## config.mk

```make
export PLATFORM = sky130hd
export DESIGN_NAME = alu8_top
export DESIGN_NICKNAME = d
export VERILOG_FILES = /design/src/rtl/alu8_top.sv
export SDC_FILE = /design/constraint.sdc
export NUM_CORES = 1
export LEC_CHECK = 0
export CAP_MARGIN = 20
export CORE_ASPECT_RATIO = 0.7
export CORE_MARGIN = 10
export CORE_UTILIZATION = 45
export CTS_BUF_LIST = sky130_fd_sc_hd__clkbuf_16
export CTS_CLUSTER_DIAMETER = 60
export DETAILED_ROUTE_END_ITERATION = 8
export PLACE_DENSITY = 0.71
export SLEW_MARGIN = 20
export SYNTH_ARGS = -nofsm -noshare
export SYNTH_HDL_FRONTEND = slang
export SYNTH_SLANG_ARGS = --single-unit
```

## constraint.sdc

```tcl
create_clock -name clk -period 3.22 [get_ports clk]
set_input_delay 0.644 -clock clk [delete_from_list [all_inputs] [get_ports clk]]
set_output_delay 0.644 -clock clk [all_outputs]
set_load 0.03 [all_outputs]
```

## src/rtl/alu8_top.sv

```systemverilog
// 8-bit ALU: combinational result path plus a registered carry/zero status stage.
// Flags reflect the operation presented during the previous clock cycle.
module alu8_top #(
    parameter int WIDTH = 8
) (
    input  logic             clk,
    input  logic             rst,
    input  logic [WIDTH-1:0] a,
    input  logic [WIDTH-1:0] b,
    input  logic [2:0]       sel,
    output logic [WIDTH-1:0] out,
    output logic             carry,
    output logic             zero
);

    logic [WIDTH:0] sum_ext;
    logic           carry_c;

    always_comb begin
        out     = '0;
        carry_c = 1'b0;
        sum_ext = '0;
        case (sel)
            3'b000: begin
                sum_ext = {1'b0, a} + {1'b0, b};
                out     = sum_ext[WIDTH-1:0];
                carry_c = sum_ext[WIDTH];
            end
            3'b001: begin
                out     = a - b;
                carry_c = (a < b);
            end
            3'b010: out = a & b;
            3'b011: out = a | b;
            3'b100: out = a ^ b;
            3'b101: out = ~a;
            3'b110: begin
                out     = {a[WIDTH-2:0], 1'b0};
                carry_c = a[WIDTH-1];
            end
            3'b111: begin
                out     = {1'b0, a[WIDTH-1:1]};
                carry_c = a[0];
            end
            default: begin
                out     = '0;
                carry_c = 1'b0;
            end
        endcase
    end

    // Status stage: rst is active-low and clears the flags without waiting for a clock.
    always_ff @(posedge clk or negedge rst) begin
        if (!rst) begin
            carry <= 1'b0;
            zero  <= 1'b0;
        end else begin
            carry <= carry_c;
            zero  <= (out == '0);
        end
    end

endmodule

```

==> key figures, run 1 <==
Synth
  • Synth warnings: 0
  • Largest cells by area after synthesis: ha_1 20%, inv_1 5.4%, a21oi_1 4.6%, mux2i_1 4.6%, a211oi_1 4.0%
  • Netlist cell types: 57
  • EDFF count, synth: 0
  • Sequential area share after synthesis: 3.29%
  • FFs w/ async S/R, synth: 100%
  • Most frequent cell after synthesis: ha_1
  • Commonest cells in the netlist: 24 x ha_1, 22 x inv_1, 15 x nor2_1
  • Most used DFF post-synth: dfrtp_1
  • Largest area contributor in the netlist: ha_1
  • Synthesized area: 1520 um^2
  • Syn nets: 257
  • Top-area cell type share of the netlist area: 19.8%
  • Post-synthesis register bit count: 2
  • Synth Instances: 210
  • Mean area per synthesized cell: 7.24 um^2

Power and ir drop
  • Int Pwr: approximately 0.42 mW
  • Combinational Power Share: 69.6%
  • Sw Pwr: 0.276 mW
  • Switching part of the total: between 30% and 40%
  • Pleak: between 1 and 1.5 nW
  • Clock power share: 26.5%
  • Flop pwr share: 3.9%
  • Worst VDD drop: about 0.23 mV
  • PD cells: 260 nW/um^2

Flow run
  • Max-cap violation count: 0

Setup path
  • CP bufs+invs: 3
  • Critical Path AT: 2.56 ns
  • Max incr delay on CP: between 0.2 and 0.3 ns
  • Worst setup EP type: output port
  • Top delay family on crit path: compound AO/OA/AOI/OAI gates
  • Cells along the critical path: dlygate4sd2_1, buf_4, ha_1, o21bai_4, a211oi_4, o211a_1, o21ai_1, a32oi_1, buf_4
  • Critical path's slowest cell: a211oi_4
  • WP data required: between 2 and 3 ns
  • Crit path launch: a[2]
  • CP max FO: 5
  • Crit path launch type: input port
  • Most used cell, CP: buf_4
  • Kind of critical path: in -> out

Die
  • Core region area: roughly 3200 um^2
  • I/O pin total: 31
  • Initial Util: 47.6%
  • Die Height: 68.6 um
  • Std-Cell Rows: 17
  • DIE WIDTH: 89.5 um
  • Die area: 6140 um^2

Routing
  • Vias: 2111
  • Max layer used: met4
  • Drt drc: 0
  • Met2 routed WL: 2990 um
  • Met3 WL: 651 um
  • Final wirelength: 6490 um
  • Wire length per cell: 18.8 um
  • Post-Route M1 WL: 2750 um
  • 1st-iter DRT viols: 201
  • Via density: between 6 and 7
  • Pre-Repair DR Iteration Count: 5
  • Antenna violation net count after detailed routing: 0

Clock network
  • CTS Sinks: 2
  • Clock transition at path regs: around 0.030 ns
  • CTS tree: built
  • H-tree Lvls: 1
  • TritonCTS Buffers: 3
  • Max clock buf depth: 2
  • Root Driver: clkbuf_16

Timing
  • Final setup viols: 0
  • Worst slew pin tran: around 0.37 ns
  • Slew HR: 75.0%
  • Fmax: 312 MHz
  • Hold Vio Cnt, Final: 0
  • Hold WS: 0.600 ns
  • Slew Limit Fails: 0
  • Period minus WS final: 3.21 ns
  • Final Cycle Share: 99.6%

Placed design
  • Detailed Place HPWL: roughly 4500 um
  • Final Wtd Congestion: ~0.98
  • Placed insts: 337
  • DP Area: 2330 um^2
  • Number of port buffers: 30

Layout
  • Fin cells: 346
  • Final instance area: roughly 2700 um^2
  • Inserted Diodes: 0
  • Share of layout cells above drive strength 1: between 40% and 50%
  • Area Overhead vs Synth: 76.6%
  • Layout Nets: approximately 360

Status
  • Status: finished, final reports clean

GRT
  • GRT overflow: 0
  • Initial antenna violation count: 0
  • Largest net degree at the start of global routing: 17
  • GRT Overall Usage: roughly 20%
  • Vias in the first global route: 1963
  • First-pass GRT wire length: around 9900 um

Min path
  • Hold Crit Class: in -> async
==> path summary, 6_finish.rpt <==
check                         end  slack (ns)  cells past startpoint
worst max-delay path       out[6]        0.01                      9
max in group asynchronous   carry        2.49                      1
min in group clk            carry        1.09                      6
worst min-delay path         zero        0.60                      1
==> metal layers <==
| metal | track usage, % | up-vias |
|---|---|---|
| met5 | 0 | - |
| met4 | 4.55 | 0 |
| met3 | 3.16 | 18 |
| met2 | 32.7 | 135 |
| met1 | 28.0 | 997 |
| li1 | - | 961 |
==> metrics by stage <==
step	power, mW	worst slack [ns]	setup TNS (ns)	util (%)
2_1_floorplan	0.238	0.0615	0	-
3_3_place_gp	0.426	-0.579	-2.70	72.9
3_5_place_dp	0.432	-0.613	-2.79	72.9
4_1_cts	0.658	0.00278	0	80.5
5_1_grt	0.734	-0.0660	-0.0997	84.2
6_report	0.698	0.0128	0	84.2
==> power by group through the flow <==
stage / registers, mW / clock network (mW) / logic (mW)
3_5_place_dp: 0.0273 / 0 / 0.405
2_1_floorplan: 0.0305 / 0 / 0.207
3_3_place_gp: 0.0273 / 0 / 0.399
4_1_cts: 0.0274 / 0.186 / 0.445
5_1_grt: 0.0275 / 0.190 / 0.516
6_report: 0.0273 / 0.185 / 0.486
==> placed cells by master (no fill, tap or decap), types with 3 or more instances in the layout <==
cell and n:
inv_1 11, a32oi_1 4, ha_4 8, clkdlybuf4s50_1 9, mux2i_1 7, o21ai_1 5, xnor2_1 3, o21ai_0 10
dlygate4sd2_1 7, buf_4 81, o22ai_1 4, inv_2 11, buf_6 5, ha_1 15, nand2_1 12, a21oi_2 5
a21oi_1 10, a211oi_1 7, clkbuf_16 3, nor2_1 13, nand3_1 4, nand2b_1 7
==> layout make-up <==
class	count	area [um^2]
Multi-Input combinational cell	172	1550
Fill cell	192	505
Sequential cell	2	50.0
Inverter	23	91.3
Timing Repair Buffer	108	873
Tap cell	38	47.5
Clock buffer	3	75.1
==> registers in the layout, indices dropped and copies added (netlist names) <==
signal	cells
carry	1
zero	1
==> what timing repair did <==
item,CTS,global route
setup buffers,6,1
hold buffers,0,0
endpoints found under the setup margin,8,5
gates resized for setup,66,24
pin swaps,16,5
==> logic make-up (layout without fill, tap and decap cells) <==
group | after synthesis | count (layout) | synth area share, %
compound gates | 70 | 70 | 31.3
simple gates | 63 | 63 | 22.6
buf+inv | 36 | 134 | 10.2
fa+ha+maj | 26 | 26 | 22.4
mux | 10 | 10 | 8.56
xor+xnor | 3 | 3 | 1.73
flops | 2 | 2 | 3.29
(Power assumes the default switching activity.)
==> run 2: changes to the inputs <==
--- a/config.mk
+++ b/config.mk
@@ -5,6 +5,7 @@
 export SDC_FILE = /design/constraint.sdc
 export NUM_CORES = 1
 export LEC_CHECK = 0
+export ABC_AREA = 1
 export CAP_MARGIN = 20
 export CORE_ASPECT_RATIO = 0.7
 export CORE_MARGIN = 10
@@ -12,7 +13,7 @@
 export CTS_BUF_LIST = sky130_fd_sc_hd__clkbuf_16
 export CTS_CLUSTER_DIAMETER = 60
 export DETAILED_ROUTE_END_ITERATION = 8
-export PLACE_DENSITY = 0.71
+export PLACE_DENSITY = 0.72
 export SLEW_MARGIN = 20
 export SYNTH_ARGS = -nofsm -noshare
 export SYNTH_HDL_FRONTEND = slang
==> constraint.sdc (replaced) <==
create_clock -name clk -period 3.92 [get_ports clk]
set_input_delay 0.784 -clock clk [delete_from_list [all_inputs] [get_ports clk]]
set_output_delay 0.784 -clock clk [all_outputs]
set_load 0.03 [all_outputs]
==> key figures, run 2 <==
Routing
  • 1st-iter DRT viols: 169 (-16%)
  • Via density: 5.23 (-14%)
  • Drt drc: 0 (unchanged)
  • Pre-Repair DR Iteration Count: 4 (-1)
  • Final wirelength: 4680 um (-28%)
  • Antenna violation net count after detailed routing: 0 (unchanged)
  • Vias: 1783 (-16%)
  • Wire length per cell: 13.7 um (-27%)

GRT
  • First-pass GRT wire length: 7760 um (-21%)
  • Largest net degree at the start of global routing: 11 (-6)
  • Initial antenna violation count: 0 (unchanged)
  • Vias in the first global route: 1622 (-17%)
  • GRT Overall Usage: 15.9% (-4.5 points)
  • GRT overflow: 0 (unchanged)

Clock network
  • H-tree Lvls: 1 (unchanged)
  • Cts hold-fix bufs: 0 (unchanged)
  • Clock transition at path regs: 0.03 ns (about the same)
  • Post-CTS Setup Inserts: 0 (-6)
  • Root Driver: clkbuf_16
  • TritonCTS Buffers: 3 (unchanged)
  • CTS Sinks: 2 (unchanged)
  • Max clock buf depth: 2 (unchanged)
  • # resized after CTS: 0 (-100%)
  • CTS tree: built

Synth
  • Mean area per synthesized cell: 5.56 um^2 (-23%)
  • Commonest cells in the netlist: 60 x nand2_1, 45 x inv_1, 36 x nor2_1
  • Netlist cell types: 27 (-53%)
  • Most frequent cell after synthesis: nand2_1
  • Most used DFF post-synth: dfrtp_1
  • Post-synthesis register bit count: 2 (unchanged)
  • Synth Instances: 259 (+23%)
  • FFs w/ async S/R, synth: 100% (unchanged)
  • Sequential area share after synthesis: 3.48% (+0.18 points)
  • Largest area contributor in the netlist: ha_1
  • Largest cells by area after synthesis: ha_1 21%, nand2_1 16%, inv_1 12%, nand3_1 9.7%, nor2_1 9.4%
  • Syn nets: 306 (+19%)
  • Synthesized area: 1440 um^2 (-5.3%)
  • Top-area cell type share of the netlist area: 20.9% (+1.1 points)
  • EDFF count, synth: 0 (unchanged)
  • Synth warnings: 0 (unchanged)

Timing
  • Final WS setup: 0.219 ns (+0.206 ns)
  • Final setup viols: 0 (unchanged)
  • Slew HR: 72.3% (-2.6 points)
  • Final Cycle Share: 94.4%
  • Fmax: 270 MHz
  • Post-route setup TNS: 0 ns (unchanged)
  • Slew Limit Fails: 0 (unchanged)
  • Period minus WS final: between 3 and 4 ns
  • RSZ-0062 raised after global routing: false
  • Worst slew pin tran: 0.414 ns (+0.0421 ns)
  • Hold Vio Cnt, Final: 0 (unchanged)

Placed design
  • Final Wtd Congestion: 0.961 (-2.2%)
  • Detailed Place HPWL: 3910 um (-13%)
  • Number of port buffers: 30 (unchanged)
  • Dpl ws: 0.0399 ns (+0.653 ns)
  • DP Area: 1860 um^2 (-20%)

Setup path
  • Kind of critical path: in -> out
  • Top delay family on crit path: buffers and inverters
  • CP bufs+invs: 4 (+1)
  • CP max FO: 10 (+5)
  • Critical path's slowest cell: clkdlybuf4s50_1
  • Crit path launch type: input port
  • Max incr delay on CP: 0.72 ns (+0.43 ns)
  • Cells along the critical path: clkdlybuf4s50_1, nand3_1, inv_1, a21oi_1, and3_1, inv_1, clkdlybuf4s50_1
  • Critical Path AT: 2.92 ns (+0.36 ns)
  • WP data required: 3.14 ns (+0.56 ns)
  • Worst setup EP type: output port

Layout
  • Area Overhead vs Synth: 35.0%
  • Share of layout cells above drive strength 1: 11.9% (-35 points)
  • Largest regs: carry: 1 flops, zero: 1 flops
  • Most common cell after layout, fill and taps aside: nand2_1
  • Inserted Diodes: 0 (unchanged)
  • Final instance area: 1940 um^2 (-28%)
  • Most frequent cells in the layout: 60 x nand2_1, 45 x inv_1, 36 x nor2_1
  • Layout Nets: 352 (-1.4%)

Power and ir drop
  • Worst VDD drop: 0.174 mV (-25%)
  • Pleak: 1.12 nW (-11%)
  • Pwr Total: 0.434 mW (-38%)
  • PD cells: 223 nW/um^2 (-14%)

Die
  • Core region area: 3110 um^2 (-2.7%)
  • DIE WIDTH: 87.6 um (-2.1%)
  • Die area: 5900 um^2 (-3.9%)
  • Std-Cell Rows: 17 (unchanged)
  • Initial Util: 46.4% (-1.3 points)
  • I/O pin total: 31 (unchanged)
  • Die Height: 67.3 um (-1.9%)

Min path
  • Hold Crit Class: in -> async

Status
  • Status: finished, final reports clean

Flow run
  • Max-cap violation count: 0 (unchanged)
run 2: area by class of cell:
type / instances / area, um^2
multi-input combinational: 202 / 1170
fill: 308 / 1160
tap: 38 / 47.5
sequential: 2 / 50.0
clock buffer: 3 / 75.1
inverter: 51 / 191
timing repair buffer: 45 / 410
run 2: logic make-up (layout without fill, tap and decap cells):
family	after synthesis	after routing	synth area share (%)
simple gates	142	142	43.9
buf+inv	55	99	15.3
compound gates	32	32	12.5
fa+ha+maj	26	26	23.6
xor+xnor	2	2	1.22
flops	2	2	3.48
run 2: layer usage:
| metal | wire, um | GRT usage [%] |
|---|---|---|
| met2 | 1860 | 23.5 |
| met1 | 2310 | 23.5 |
| met4 | 22 | 3.57 |
| met5 | 0 | 0 |
| met3 | 477 | 2.16 |
run 2: final timing paths:
| path | start | end | cells after the start |
|---|---|---|---|
| worst max-delay path | sel[0] | out[0] | 7 |
| worst min-delay path | rst | carry | 1 |
| max in group asynchronous | rst | zero | 1 |
| min in group clk | a[0] | carry | 3 |
run 2: metrics by stage:
step	cells	hold WS, ns	util (%)
final	341	0.729	62.6
after CTS	341	0.728	62.4
after detailed placement	338	0.958	60.0
after floorplan	259	0.488	-
after global routing	341	0.730	62.6
after global placement	338	0.956	60.0
run 2: where the power goes:
group / switching [mW] / internal [mW] / total (mW)
sequential: 0.000406 / 0.0222 / 0.0226
combinational: 0.156 / 0.103 / 0.260
clock: 0.0218 / 0.130 / 0.151
==> run 3: changes to the inputs <==
--- a/config.mk
+++ b/config.mk
@@ -9,11 +9,11 @@
 export CAP_MARGIN = 20
 export CORE_ASPECT_RATIO = 0.7
 export CORE_MARGIN = 10
-export CORE_UTILIZATION = 45
+export CORE_UTILIZATION = 30
 export CTS_BUF_LIST = sky130_fd_sc_hd__clkbuf_16
 export CTS_CLUSTER_DIAMETER = 60
 export DETAILED_ROUTE_END_ITERATION = 8
-export PLACE_DENSITY = 0.72
+export PLACE_DENSITY = 0.52
 export SLEW_MARGIN = 20
 export SYNTH_ARGS = -nofsm -noshare
 export SYNTH_HDL_FRONTEND = slang
==> key figures, run 3 (synthesis results as in run 2) <==
Status
  • Status: finished, final reports clean

Timing
  • Hold Vio Cnt, Final: 0 (unchanged)
  • Slew HR: 72.9% (+0.54 points)
  • Final setup viols: 0 (unchanged)
  • Slew Limit Fails: 0 (unchanged)
  • Hold WS: 0.732 ns (+0.00361 ns)
  • Final Cycle Share: 94.0% (-0.41 points)
  • Fmax: 271 MHz (+0.44%)
  • Worst slew pin tran: 0.406 ns (-0.00809 ns)
  • RSZ-0062 raised after global routing: false
  • Post-route setup TNS: 0 ns (unchanged)
  • Period minus WS final: 3.68 ns (-0.0162 ns)

Die
  • Die Height: 78.0 um (+16%)
  • Std-Cell Rows: 20 (+3)
  • Core region area: 4480 um^2 (+44%)
  • I/O pin total: 31 (unchanged)
  • Initial Util: 32.2% (-14 points)
  • Die area: 8020 um^2 (+36%)
  • DIE WIDTH: 103 um (+17%)

Power and ir drop
  • Sw Pwr: 0.180 mW (+1.0%)
  • Int Pwr: 0.250 mW (-1.9%)
  • Pleak: 1.07 nW (-3.9%)
  • Switching part of the total: 41.9% (+0.72 points)
  • Combinational Power Share: 59.6% (-0.3 points)
  • Pwr Total: 0.431 mW (-0.72%)
  • PD cells: 224 nW/um^2 (+0.64%)
  • Clock power share: 35.1% (+0.2 points)
  • Flop pwr share: 5.2% (about the same)
  • Worst VDD drop: 0.102 mV (-41%)

Routing
  • Antenna violation net count after detailed routing: 0 (unchanged)
  • Wire length per cell: 14.3 um (+4.6%)
  • Drt drc: 0 (unchanged)
  • Final wirelength: 5060 um (+8.3%)
  • Via density: 4.98 (-4.8%)
  • Pre-Repair DR Iteration Count: 4 (unchanged)
  • Vias: 1757 (-1.5%)
  • 1st-iter DRT viols: 119 (-30%)

Clock network
  • CTS tree: built
  • Clock transition at path regs: 0.03 ns (about the same)
  • Root Driver: clkbuf_16
  • H-tree Lvls: 1 (unchanged)
  • # resized after CTS: 0 (unchanged)
  • TritonCTS Buffers: 3 (unchanged)
  • CTS Sinks: 2 (unchanged)
  • Max clock buf depth: 2 (unchanged)
  • Cts hold-fix bufs: 0 (unchanged)
  • Post-CTS Setup Inserts: 0 (unchanged)

GRT
  • Largest net degree at the start of global routing: 11 (unchanged)
  • Most used routing layer: met2
  • First-pass GRT wire length: 8600 um (+11%)
  • GRT overflow: 0 (unchanged)
  • Met1 usage: 18.9% (-4.6 points)
  • Initial antenna violation count: 0 (unchanged)
  • Vias in the first global route: 1787 (+10%)
  • Met3 global-route usage: 1.86% (-0.31 points)
  • GRT Overall Usage: 13.0% (-2.9 points)
  • Met2 Use GR: 19.7% (-3.8 points)

Layout
  • Largest regs: carry: 1 flops, zero: 1 flops
  • Storage cell area: 50.0 um^2 (unchanged)
  • Most frequent cells in the layout: 60 x nand2_1, 45 x inv_1, 36 x nor2_1
  • Fin cells: 353 (+3.5%)
  • Share of layout cells above drive strength 1: 11.1% (-0.81 points)
  • Area of the multi-input gates: 1170 um^2 (unchanged)
  • Inserted Diodes: 0 (unchanged)
  • Fill cells: 508 (+65%)
  • Layout Nets: 347 (-1.4%)
  • Area Overhead vs Synth: 33.2%
  • Most common cell after layout, fill and taps aside: nand2_1
  • Final Util: 42.8% (-20 points)

Setup path
  • Critical Path AT: 2.90 ns (-0.02 ns)
  • WP data required: 3.14 ns (about the same)
  • CP max FO: 4 (-6)
  • Crit path launch type: input port
  • Worst setup EP type: output port
  • Kind of critical path: in -> out

Min path
  • Hold Crit Class: in -> async

Placed design
  • Placed insts: 350 (+3.6%)
  • Final Wtd Congestion: 0.854 (-11%)
  • Number of port buffers: 30 (unchanged)
  • Detailed Place HPWL: 4330 um (+11%)

Flow run
  • Max-cap violation count: 0 (unchanged)
## run 3: changes by cell type in the layout (fill, tap and decap cells not counted), sizes merged
| cell | previous run | this run |
|---|---|---|
| dlymetal6s2s | 3 | 1 |
| buf | 19 | 16 |
## run 3: cell type report
cell class              count  share of cell area (%)
clock buffers               3                    3.91
repair buffers             40                    18.9
multi-input cells         202                    61.0
well taps                  55                    3.59
flip-flops and latches      2                    2.61
inverters                  51                    9.98
## run 3: power by group through the flow
stage	clock (mW)	sequential, mW	combinational, mW
2_1_floorplan	0	0.0256	0.156
3_3_place_gp	0	0.0227	0.258
3_5_place_dp	0	0.0227	0.255
4_1_cts	0.155	0.0224	0.256
5_1_grt	0.159	0.0227	0.289
6_report	0.151	0.0224	0.257
## run 3: worst max-delay path: stages
cell,delay (ns)
clkdlybuf4s50_1,0.53
inv_1,0.10
ha_1,0.23
fa_1,0.40
inv_1,0.09
buf_4,0.11
nand3_1,0.11
nand3_1,0.15
nand2_1,0.06
nand3_1,0.07
nand3_1,0.08
buf_4,0.18
## run 3: how the worst max path moves through the flow
| stage | from | endpoint | slack (ns) | depth (start not counted) |
|---|---|---|---|---|
| after floorplan | a[0] | out[6] | 1.08 | 9 |
| after global placement | a[0] | out[2] | 0.07 | 10 |
| after detailed placement | a[0] | out[2] | 0.05 | 10 |
| after CTS | a[0] | out[2] | 0.04 | 10 |
| after global routing | a[3] | out[6] | 0.07 | 10 |
| final | a[0] | out[6] | 0.24 | 12 |
## run 3: routing by layer
metal,wire (um),vias up
li1,-,915
met1,2550,784
met4,21,0
met3,476,2
met5,0,-
met2,2010,56
## run 3: through the flow
stage | cell area (um^2) | worst slack [ns]
5_1_grt | 1920 | 0.0711
3_3_place_gp | 1840 | 0.0726
6_report | 1920 | 0.235
3_5_place_dp | 1840 | 0.0535
4_1_cts | 1920 | 0.0430
2_1_floorplan | 1440 | 1.08
